===== src/rtl/operand_fetch_pkg.sv =====
// operand_fetch_pkg: shared widths and scoreboard slot layout for the operand fetch stage
//   GPR_COUNT/GPR_AW/DATA_W : register file geometry
//   CNT_W                   : per-register pending-write counter width
//   SB_N/SB_HI/SB_LO        : scoreboard slots (GPR 0..31, then HI, then LO)
package operand_fetch_pkg;
    localparam int GPR_COUNT = 32;
    localparam int GPR_AW    = 5;
    localparam int DATA_W    = 32;
    localparam int CNT_W     = 2;
    localparam int SB_N      = GPR_COUNT + 2;
    localparam int SB_HI     = GPR_COUNT;
    localparam int SB_LO     = GPR_COUNT + 1;
endpackage


===== src/rtl/operand_fetch_scoreboard.sv =====
// operand_fetch_scoreboard: pending-write counters for GPRs, HI and LO
//   clk, rst           : clock, synchronous active-low reset
//   i_inc, i_dec       : per-slot issue / retire strobes
//   i_rs, i_rt, i_dest : GPR numbers to look up
//   o_*_cnt            : combinational pending counts for the looked-up slots
module operand_fetch_scoreboard
    import operand_fetch_pkg::*;
(
    input  logic              clk,
    input  logic              rst,
    input  logic [SB_N-1:0]   i_inc,
    input  logic [SB_N-1:0]   i_dec,
    input  logic [GPR_AW-1:0] i_rs,
    input  logic [GPR_AW-1:0] i_rt,
    input  logic [GPR_AW-1:0] i_dest,
    output logic [CNT_W-1:0]  o_rs_cnt,
    output logic [CNT_W-1:0]  o_rt_cnt,
    output logic [CNT_W-1:0]  o_dest_cnt,
    output logic [CNT_W-1:0]  o_hi_cnt,
    output logic [CNT_W-1:0]  o_lo_cnt
);
    logic [CNT_W-1:0] r_cnt [SB_N];

    // Simultaneous issue and retire cancel; a retire on an empty counter is dropped.
    always_ff @(posedge clk) begin
        for (int k = 0; k < SB_N; k++)
            if (!rst)
                r_cnt[k] <= '0;
            else if (i_inc[k] && !i_dec[k])
                r_cnt[k] <= r_cnt[k] + CNT_W'(1);
            else if (i_dec[k] && !i_inc[k] && r_cnt[k] != '0)
                r_cnt[k] <= r_cnt[k] - CNT_W'(1);
    end

    assign o_rs_cnt   = r_cnt[{1'b0, i_rs}];
    assign o_rt_cnt   = r_cnt[{1'b0, i_rt}];
    assign o_dest_cnt = r_cnt[{1'b0, i_dest}];
    assign o_hi_cnt   = r_cnt[SB_HI];
    assign o_lo_cnt   = r_cnt[SB_LO];
endmodule


===== src/rtl/operand_fetch.sv =====
// operand_fetch: decode-side operand read with scoreboard hazards, writeback bypass and output register
//   clk, rst                 : clock, synchronous active-low reset
//   id_*                     : instruction offered by decode, id_ready accepts it
//   rs, rt                   : register file read addresses (combinational)
//   rs/rt/hi/lo_value        : register file and HI/LO read data
//   write_*                  : writeback retire strobes, address and data
//   of_*, ex_ready           : registered operand bundle to execute, valid/ready
module operand_fetch
    import operand_fetch_pkg::*;
#(
    parameter int MAX_INFLIGHT = 3
) (
    input  logic              clk,
    input  logic              rst,
    input  logic              id_valid,
    output logic              id_ready,
    input  logic [GPR_AW-1:0] id_rs,
    input  logic [GPR_AW-1:0] id_rt,
    input  logic              id_use_rs,
    input  logic              id_use_rt,
    input  logic              id_use_hi,
    input  logic              id_use_lo,
    input  logic              id_dest_we,
    input  logic [GPR_AW-1:0] id_dest,
    input  logic              id_write_hi,
    input  logic              id_write_lo,
    output logic [GPR_AW-1:0] rs,
    output logic [GPR_AW-1:0] rt,
    input  logic [DATA_W-1:0] rs_value,
    input  logic [DATA_W-1:0] rt_value,
    input  logic [DATA_W-1:0] hi_value,
    input  logic [DATA_W-1:0] lo_value,
    input  logic              write_reg,
    input  logic              write_hi,
    input  logic              write_lo,
    input  logic [GPR_AW-1:0] write_reg_address,
    input  logic [DATA_W-1:0] write_reg_value,
    input  logic [DATA_W-1:0] write_hi_value,
    input  logic [DATA_W-1:0] write_lo_value,
    output logic              of_valid,
    input  logic              ex_ready,
    output logic [DATA_W-1:0] of_rs_value,
    output logic [DATA_W-1:0] of_rt_value,
    output logic [DATA_W-1:0] of_hi_value,
    output logic [DATA_W-1:0] of_lo_value,
    output logic              of_dest_we,
    output logic              of_write_hi,
    output logic              of_write_lo,
    output logic [GPR_AW-1:0] of_dest
);
    logic [CNT_W-1:0] w_rs_cnt, w_rt_cnt, w_dest_cnt, w_hi_cnt, w_lo_cnt;
    logic [SB_N-1:0]  w_inc, w_dec;
    logic             w_rs_wb, w_rt_wb, w_rs_haz, w_rt_haz, w_hi_haz, w_lo_haz;
    logic             w_struct_haz, w_issue;
    logic [DATA_W-1:0] w_rs_val, w_rt_val, w_hi_val, w_lo_val;

    assign rs = id_rs;
    assign rt = id_rt;

    // Same-cycle writeback of the last pending write resolves the hazard via bypass.
    assign w_rs_wb  = write_reg && write_reg_address == id_rs;
    assign w_rt_wb  = write_reg && write_reg_address == id_rt;
    assign w_rs_haz = id_use_rs && id_rs != '0 && (w_rs_cnt > 2'd1 || (w_rs_cnt == 2'd1 && !w_rs_wb));
    assign w_rt_haz = id_use_rt && id_rt != '0 && (w_rt_cnt > 2'd1 || (w_rt_cnt == 2'd1 && !w_rt_wb));
    assign w_hi_haz = id_use_hi && (w_hi_cnt > 2'd1 || (w_hi_cnt == 2'd1 && !write_hi));
    assign w_lo_haz = id_use_lo && (w_lo_cnt > 2'd1 || (w_lo_cnt == 2'd1 && !write_lo));

    assign w_struct_haz = (id_dest_we && id_dest != '0 && w_dest_cnt == CNT_W'(MAX_INFLIGHT))
                       || (id_write_hi && w_hi_cnt == CNT_W'(MAX_INFLIGHT))
                       || (id_write_lo && w_lo_cnt == CNT_W'(MAX_INFLIGHT));

    assign id_ready = !(w_rs_haz || w_rt_haz || w_hi_haz || w_lo_haz || w_struct_haz)
                   && (!of_valid || ex_ready);
    assign w_issue  = id_valid && id_ready;

    // GPR 0 is never tracked, so its slot never counts.
    always_comb begin
        w_inc = '0;
        w_dec = '0;
        w_inc[{1'b0, id_dest}] = w_issue && id_dest_we && id_dest != '0;
        w_inc[SB_HI] = w_issue && id_write_hi;
        w_inc[SB_LO] = w_issue && id_write_lo;
        w_dec[{1'b0, write_reg_address}] = write_reg && write_reg_address != '0;
        w_dec[SB_HI] = write_hi;
        w_dec[SB_LO] = write_lo;
    end

    operand_fetch_scoreboard u_sb (
        .clk        (clk),
        .rst        (rst),
        .i_inc      (w_inc),
        .i_dec      (w_dec),
        .i_rs       (id_rs),
        .i_rt       (id_rt),
        .i_dest     (id_dest),
        .o_rs_cnt   (w_rs_cnt),
        .o_rt_cnt   (w_rt_cnt),
        .o_dest_cnt (w_dest_cnt),
        .o_hi_cnt   (w_hi_cnt),
        .o_lo_cnt   (w_lo_cnt)
    );

    assign w_rs_val = id_rs == '0 ? '0 : w_rs_wb ? write_reg_value : rs_value;
    assign w_rt_val = id_rt == '0 ? '0 : w_rt_wb ? write_reg_value : rt_value;
    assign w_hi_val = write_hi ? write_hi_value : hi_value;
    assign w_lo_val = write_lo ? write_lo_value : lo_value;

    always_ff @(posedge clk) begin
        if (!rst) begin
            of_valid    <= 1'b0;
            of_rs_value <= '0;
            of_rt_value <= '0;
            of_hi_value <= '0;
            of_lo_value <= '0;
            of_dest_we  <= 1'b0;
            of_write_hi <= 1'b0;
            of_write_lo <= 1'b0;
            of_dest     <= '0;
        end else if (w_issue) begin
            of_valid    <= 1'b1;
            of_rs_value <= w_rs_val;
            of_rt_value <= w_rt_val;
            of_hi_value <= w_hi_val;
            of_lo_value <= w_lo_val;
            of_dest_we  <= id_dest_we;
            of_write_hi <= id_write_hi;
            of_write_lo <= id_write_lo;
            of_dest     <= id_dest;
        end else if (ex_ready) begin
            of_valid    <= 1'b0;
        end
    end
endmodule


===== config.mk =====
export PLATFORM = sky130hd
export DESIGN_NAME = operand_fetch
export DESIGN_NICKNAME = d
export VERILOG_FILES = /design/src/rtl/operand_fetch_pkg.sv /design/src/rtl/operand_fetch_scoreboard.sv /design/src/rtl/operand_fetch.sv
export SDC_FILE = /design/constraint.sdc
export NUM_CORES = 1
export LEC_CHECK = 0
export BUFFER_PORTS_ARGS = -buffer_cell sky130_fd_sc_hd__buf_4
export CAP_MARGIN = 25
export CORE_MARGIN = 4
export CORE_UTILIZATION = 45
export DETAILED_ROUTE_END_ITERATION = 16
export PLACE_DENSITY = 0.71
export REMOVE_ABC_BUFFERS = 1
export SLEW_MARGIN = 0
export SYNTH_ARGS = -nofsm -noshare
export SYNTH_HDL_FRONTEND = slang
export SYNTH_SLANG_ARGS = --single-unit

===== constraint.sdc =====
create_clock -name clk -period 4.9 [get_ports clk]
set_clock_uncertainty 0.05 [all_clocks]
set_input_delay 0.98 -clock clk [delete_from_list [all_inputs] [get_ports clk]]
set_output_delay 0.98 -clock clk [all_outputs]
set_load 0.01 [all_outputs]

==> metrics, run 1 <==
routed via count 12854; Post-synth ARST share 0%; final setup fails 0; GP Congestion 0.998; Cells after Synth 1390; DR iter-0 viols 1452; Area Overhead vs Synth 30.0%; placed inst area 16400 um^2; most frequent cells in the layout 430 x buf_4, 153 x mux2i_1, 137 x dfxtp_1; Post-synth EDFFs 68; Final ANT Viol Nets 0; Rows 62; design area 17200 um^2; Worst Path Max Fanout 20; shortest period the worst path allows 4270 ps; status complete, no violations; Synth Area in Adders 3.49%; Rel. slew slack 27.2%; average size of a mapped cell 9.54 um^2; worst path arrival time 3240 ps; flops & latches, synth 205; mux contribution to synthesized area 19.0%; PostCTS Resize Cnt 0; pre-CTS setup slack 340 ps; total CTS buffers 25; power per cell area 294 nW/um^2; # Post-CTS Setup Buffers 0; # IOs 406; main combinational cell family by area after synthesis multiplexers; count of final max-slew check failures 0; synth unique cells 68; post-synthesis compound-gate area fraction 16.9%; Pwr Total 5060 uW; CP peak stage delay 540 ps; chip width 180 um; Synth Area in XOR/XNOR 0.660%; gr busiest metal met2; layout cell share with drive strength beyond 1 33.0%; CP Capture Type output port; predominant post-synthesis flop cell dfxtp_1; non-filler instance count after layout 2124; H-tree levels 1; Synth Area in Simple Gates 16.5%; Post-Route WL 48.2 mm; first-pass GRT wire length 74.0 mm; Clk Latency, worst-skew pair 550 ps; IO Port Bufs 405; hold_buf cts 0; Initial DRT Pass Iterations 6; CP Data Required Time 3870 ps; CORE AREA 28900 um^2; commonest non-fill, non-tap cell in the layout buf_4; Hold/Removal Path Class reg2reg; Most common cell on crit path buf_4; Die Ht 180 um; Routed WL per cell 22.7 um; Layout Utilization 59.7%; Final Cycle Share 87.2%; pin count of the biggest net entering global routing 137; Clock transition at path regs 60 ps; Worst VDD drop 0.252 mV; worst-path cell chain buf_4 -> mux4_2 -> a221oi_1 -> o21ai_1 -> a21oi_1 -> nor3_2 -> buf_4 -> a211oi_1 -> buf_4; met1 GRT Util 35.2%; Final WS setup 628 ps; initial antenna violation count 5; post-synthesis sequential area ratio 36.1%; die area 32300 um^2; grt met3 use 8.69%; max cap viols 0; leakage 0.00716 uW; Fin. Hold Viols 0; drt drc 0; gr ovfl total 0; vias in the first global route 12626; all-layer global routing usage 28.5%; Avg Vias per Cell 6.05; Bufs on Longest Clock Path 3; critical path type in2out; RSZ-0062 raised after global routing no; DP HPWL 36.0 mm; CTS sink cnt 205; Yosys warning count 0; fin nets 2011; Fmax achieved 0.234 GHz; Synth Cell Area 13300 um^2; slew at the pin with the worst max-slew slack 1090 ps; element type at the critical path start primary input; CTS tree done; CTS root buf clkbuf_16; Placed Cells 2072; Slowest cell on crit path mux4_2; met2 GRT Util 47.1%; Initial Utilization 46.0%
==> critical path, delay by kind of cell <==
kind                   cells  cell delay (ps)
and+or+nand+nor            1              150
buffers and inverters      3              720
muxes                      1              540
AOI/OAI and AO/OA          4              820
==> layer usage <==
layer	up-vias	part of all wire, %
met5	-	0
met3	125	11
li1	5901	-
met2	727	48
met4	0	3.9
met1	6101	37
==> synthesized netlist by cell type, types with 3 or more instances <==
library cell | number | area (um^2)
and2_1 | 12 | 75.1
and4_1 | 4 | 35.0
inv_1 | 72 | 270
buf_4 | 12 | 90.1
a21boi_0 | 3 | 22.5
a311oi_1 | 5 | 43.8
nor3_1 | 38 | 190
a21oi_1 | 45 | 225
or2_2 | 10 | 62.6
mux4_2 | 43 | 968
a21o_1 | 9 | 67.6
nor2_1 | 93 | 349
edfxtp_1 | 68 | 2040
a211oi_1 | 79 | 593
o31ai_1 | 54 | 405
buf_1 | 17 | 63.8
o211ai_1 | 7 | 52.6
nand3_1 | 128 | 641
o31ai_2 | 22 | 275
nand2_1 | 69 | 259
buf_6 | 12 | 135
nor3b_1 | 3 | 22.5
a211o_1 | 5 | 43.8
ha_1 | 37 | 463
and3_1 | 5 | 31.3
xor2_1 | 8 | 70.1
nor2b_1 | 12 | 75.1
a22oi_1 | 15 | 113
mux2i_1 | 153 | 1530
dfxtp_1 | 137 | 2740
nand4_1 | 27 | 169
o21ai_0 | 10 | 50.1
or3_1 | 21 | 131
clkbuf_1 | 59 | 221
a2111oi_0 | 6 | 52.6
a311o_1 | 3 | 30.0
nand2b_1 | 3 | 18.8
o211a_1 | 3 | 30.0
buf_2 | 36 | 180
==> state kept, by name, indices dropped and copies added (netlist names) <==
signal,cells
of_dest,5
of_dest_we,1
of_hi_value,32
of_lo_value,32
of_rs_value,32
of_rt_value,32
of_valid,1
of_write_hi,1
of_write_lo,1
u_sb.r_cnt,68
==> area by class of cell <==
cell class	instances	area [um^2]
fillers	2508	11600
multi-input cells	978	7560
flip-flops and latches	205	4780
repair buffers	434	3300
clock buffers	36	729
well taps	384	480
inverters	72	273
clock inverters	10	95.1
diodes	5	12.5
==> path summary, 6_finish.rpt <==
kind | slack (ps) | endpoint | depth (start not counted) | startpoint
max | 630 | id_ready | 9 | id_rt[0]
min | 410 | of_dest[3] | 2 | of_dest[3]
max reg2reg | 1150 | u_sb.r_cnt[8][1] | 8 | u_sb.r_cnt[10][1]
min reg2reg | 410 | of_dest[3] | 2 | of_dest[3]
==> cell families after synthesis <==
group           Yosys count
simple gates            440
compound gates          291
xor+xnor                 10
other cells               1
fa+ha+maj                37
buf+inv                 208
flops                   205
mux                     198
==> metrics by stage <==
stage	TNS (ps)	hold WS [ps]
floorplan	-1467560	431
global placement	0	396
detailed placement	0	402
CTS	0	413
global route	0	431
finish	0	412
==> power breakdown <==
group          leakage (uW)  switching, uW  internal [uW]
clock network      0.000411            766           1100
logic               0.00493            651            549
registers           0.00182            101           1900
total               0.00716           1520           3540
(Power assumes the default switching activity.)
==> run 2, diff against run 1 <==
--- a/config.mk
+++ b/config.mk
@@ -10,8 +10,9 @@
 export CORE_MARGIN = 4
 export CORE_UTILIZATION = 45
 export DETAILED_ROUTE_END_ITERATION = 16
-export PLACE_DENSITY = 0.71
+export PLACE_DENSITY_LB_ADDON = 0.15
 export REMOVE_ABC_BUFFERS = 1
+export SETUP_SLACK_MARGIN = 0.05
 export SLEW_MARGIN = 0
 export SYNTH_ARGS = -nofsm -noshare
 export SYNTH_HDL_FRONTEND = slang
==> run 2 against run 1 <==
Die area unchanged. Flip-flop and latch count unchanged. Critical endpoint unchanged. Worst hold slack worse by 0.54 ps. Count of clock-buffer cells in the layout up 3. Routed wire length down 2.7%. Via count down 1.7%.
==> metrics, run 2 (synthesis gave the netlist of run 1 again) <==
Rows 62 (unchanged); reg2reg path depth 8 (unchanged); RSZ-0062 raised after global routing no; die area 32300 um^2 (unchanged); Hold WS 411 ps (-0.540 ps); Post-Route WL 46.9 mm (-2.7%); Worst Path Max Fanout 20 (unchanged); setup slack, reg-to-reg 1200 ps (+50 ps); Final ANT Viol Nets 0 (unchanged); H-tree levels 1 (unchanged); initial antenna violation count 6 (+1); commonest non-fill, non-tap cell in the layout buf_4; Slowest cell on crit path mux4_2; final setup fails 0 (unchanged); sw frac 29.8% (-0.19 points); critical path type in2out; GP Congestion 0.942 (-5.7%); Final Cycle Share 85.8% (-1.4 points); largest register by flop count u_sb.r_cnt; DR iter-0 viols 1160 (-20%); Clk Latency, worst-skew pair 530 ps (-20 ps); CP Data Required Time 3870 ps (about the same); vias in the first global route 12380 (-1.9%); gr ovfl total 0 (unchanged); CTS tree done; worst r2r src u_sb.r_cnt[33][0]; PostCTS Resize Cnt 0 (unchanged); worst path arrival time 3170 ps (-70 ps); NetSw 1480 uW (-2.4%); Internal 3490 uW (-1.5%); power per cell area 289 nW/um^2 (-1.5%); drt drc 0 (unchanged); DP HPWL 35.2 mm (-2.2%); sequential share of power 40.2% (+0.7 points); Routed WL per cell 22.1 um (-2.8%); first-pass GRT wire length 71.6 mm (-3.3%); max cap viols 0 (unchanged); routed via count 12638 (-1.7%); chip width 180 um (unchanged); # Post-CTS Setup Buffers 0 (unchanged); Rel. slew slack 29.0% (+1.7 points); Layout Utilization 59.6% (-0.15 points); Fin. Hold Viols 0 (unchanged); Setup crit start id_rt[0]; Hold/Removal Path Class reg2reg; Avg Vias per Cell 5.94 (-1.8%); Worst VDD drop 0.230 mV (-8.9%); count of final max-slew check failures 0 (unchanged); Filler Cells Inserted 2587 (+3.1%); total CTS buffers 25 (unchanged); CORE AREA 28900 um^2 (unchanged); pin count of the biggest net entering global routing 117 (-15%); worst-path cell chain buf_4 -> mux4_2 -> a221oi_1 -> o21ai_1 -> a21oi_1 -> nor3_2 -> buf_4 -> a211oi_1 -> buf_4; Initial Utilization 46.0% (unchanged); CP Capture Type output port; Clock transition at path regs 60 ps (about the same); most frequent cells in the layout 434 x buf_4, 153 x mux2i_1, 137 x dfxtp_1; IO Port Bufs 405 (unchanged); status complete, no violations; Most common cell on crit path buf_4; Comb pwr share 24.0% (+0.3 points); CTS root buf clkbuf_16; element type at the critical path start primary input; Initial DRT Pass Iterations 5 (-1); Fmax achieved 0.238 GHz (+1.6%); fin nets 2013 (+0.099%); Area Overhead vs Synth 29.6%; Bufs on Longest Clock Path 3 (unchanged); max FFs per register 68 (unchanged); leakage 0.00714 uW (-0.26%); worst reg2reg endpoint u_sb.r_cnt[30][0]; power share of the clock group 35.8% (-1.0 points); layout cell share with drive strength beyond 1 32.8% (-0.19 points); all-layer global routing usage 27.4% (-1.1 points); CP peak stage delay 550 ps (about the same); shortest period the worst path allows 4200 ps (-68.6 ps); slew at the pin with the worst max-slew slack 1060 ps (-25.7 ps); crit path to id_ready; Die Ht 180 um (unchanged); hold_buf cts 0 (unchanged); # IOs 406 (unchanged); CTS sink cnt 205 (unchanged)
==> run 2: how the worst min path moves through the flow <==
stage / cells after the start / slack, ps / start / endpoint
2_1_floorplan: 2 / 430 / of_dest[0] / of_dest[0]
3_3_place_gp: 2 / 390 / of_dest[2] / of_dest[2]
3_5_place_dp: 2 / 400 / of_dest[2] / of_dest[2]
4_1_cts: 2 / 410 / of_dest[2] / of_dest[2]
5_1_grt: 2 / 430 / of_dest[3] / of_dest[3]
6_report: 2 / 410 / of_dest[3] / of_dest[3]
==> run 2: metrics by stage <==
stage	instance area, um^2	setup TNS, ps	std cells	setup WS (ps)	total power [uW]
after floorplan	12600	-1467560	1255	-8370	2610
after global placement	16400	0	2075	514	3200
after detailed placement	16400	0	2075	424	3220
after CTS	17200	0	2120	676	5010
after global routing	17200	0	2126	551	5200
final	17200	0	2126	696	4970
==> run 2: critical path: cells and delay by family <==
kind	cells	cell delay, ps
AO/OA/AOI/OAI	4	850
multiplexers	1	550
buffers and inverters	3	720
AND/OR/NAND/NOR	1	80
==> run 2: metal layers <==
layer	vias to the layer above	part of all wire [%]	track usage (%)
met4	0	3.9	10.5
li1	5919	-	-
met3	99	10	8.25
met5	-	0	0
met1	5991	38	33.6
met2	629	48	45.7
==> run 2: cell type report <==
| class | instances | area (um^2) | share of cell area [%] |
|---|---|---|---|
| inverter | 72 | 273 | 1.59 |
| clock inverter | 6 | 50.0 | 0.291 |
| clock buffer | 39 | 739 | 4.30 |
| multi-input combinational | 978 | 7550 | 43.9 |
| sequential | 205 | 4780 | 27.8 |
| antenna | 6 | 15.0 | 0.0873 |
| tap | 384 | 480 | 2.79 |
| timing repair buffer | 436 | 3300 | 19.2 |
==> run 2: power by group through the flow <==
| stage | sequential [uW] | clock, uW | combinational (uW) |
|---|---|---|---|
| floorplan | 2060 | 0 | 552 |
| global placement | 2030 | 0 | 1180 |
| detailed placement | 2030 | 0 | 1190 |
| CTS | 2000 | 1820 | 1190 |
| global route | 2020 | 1890 | 1290 |
| finish | 2000 | 1780 | 1190 |
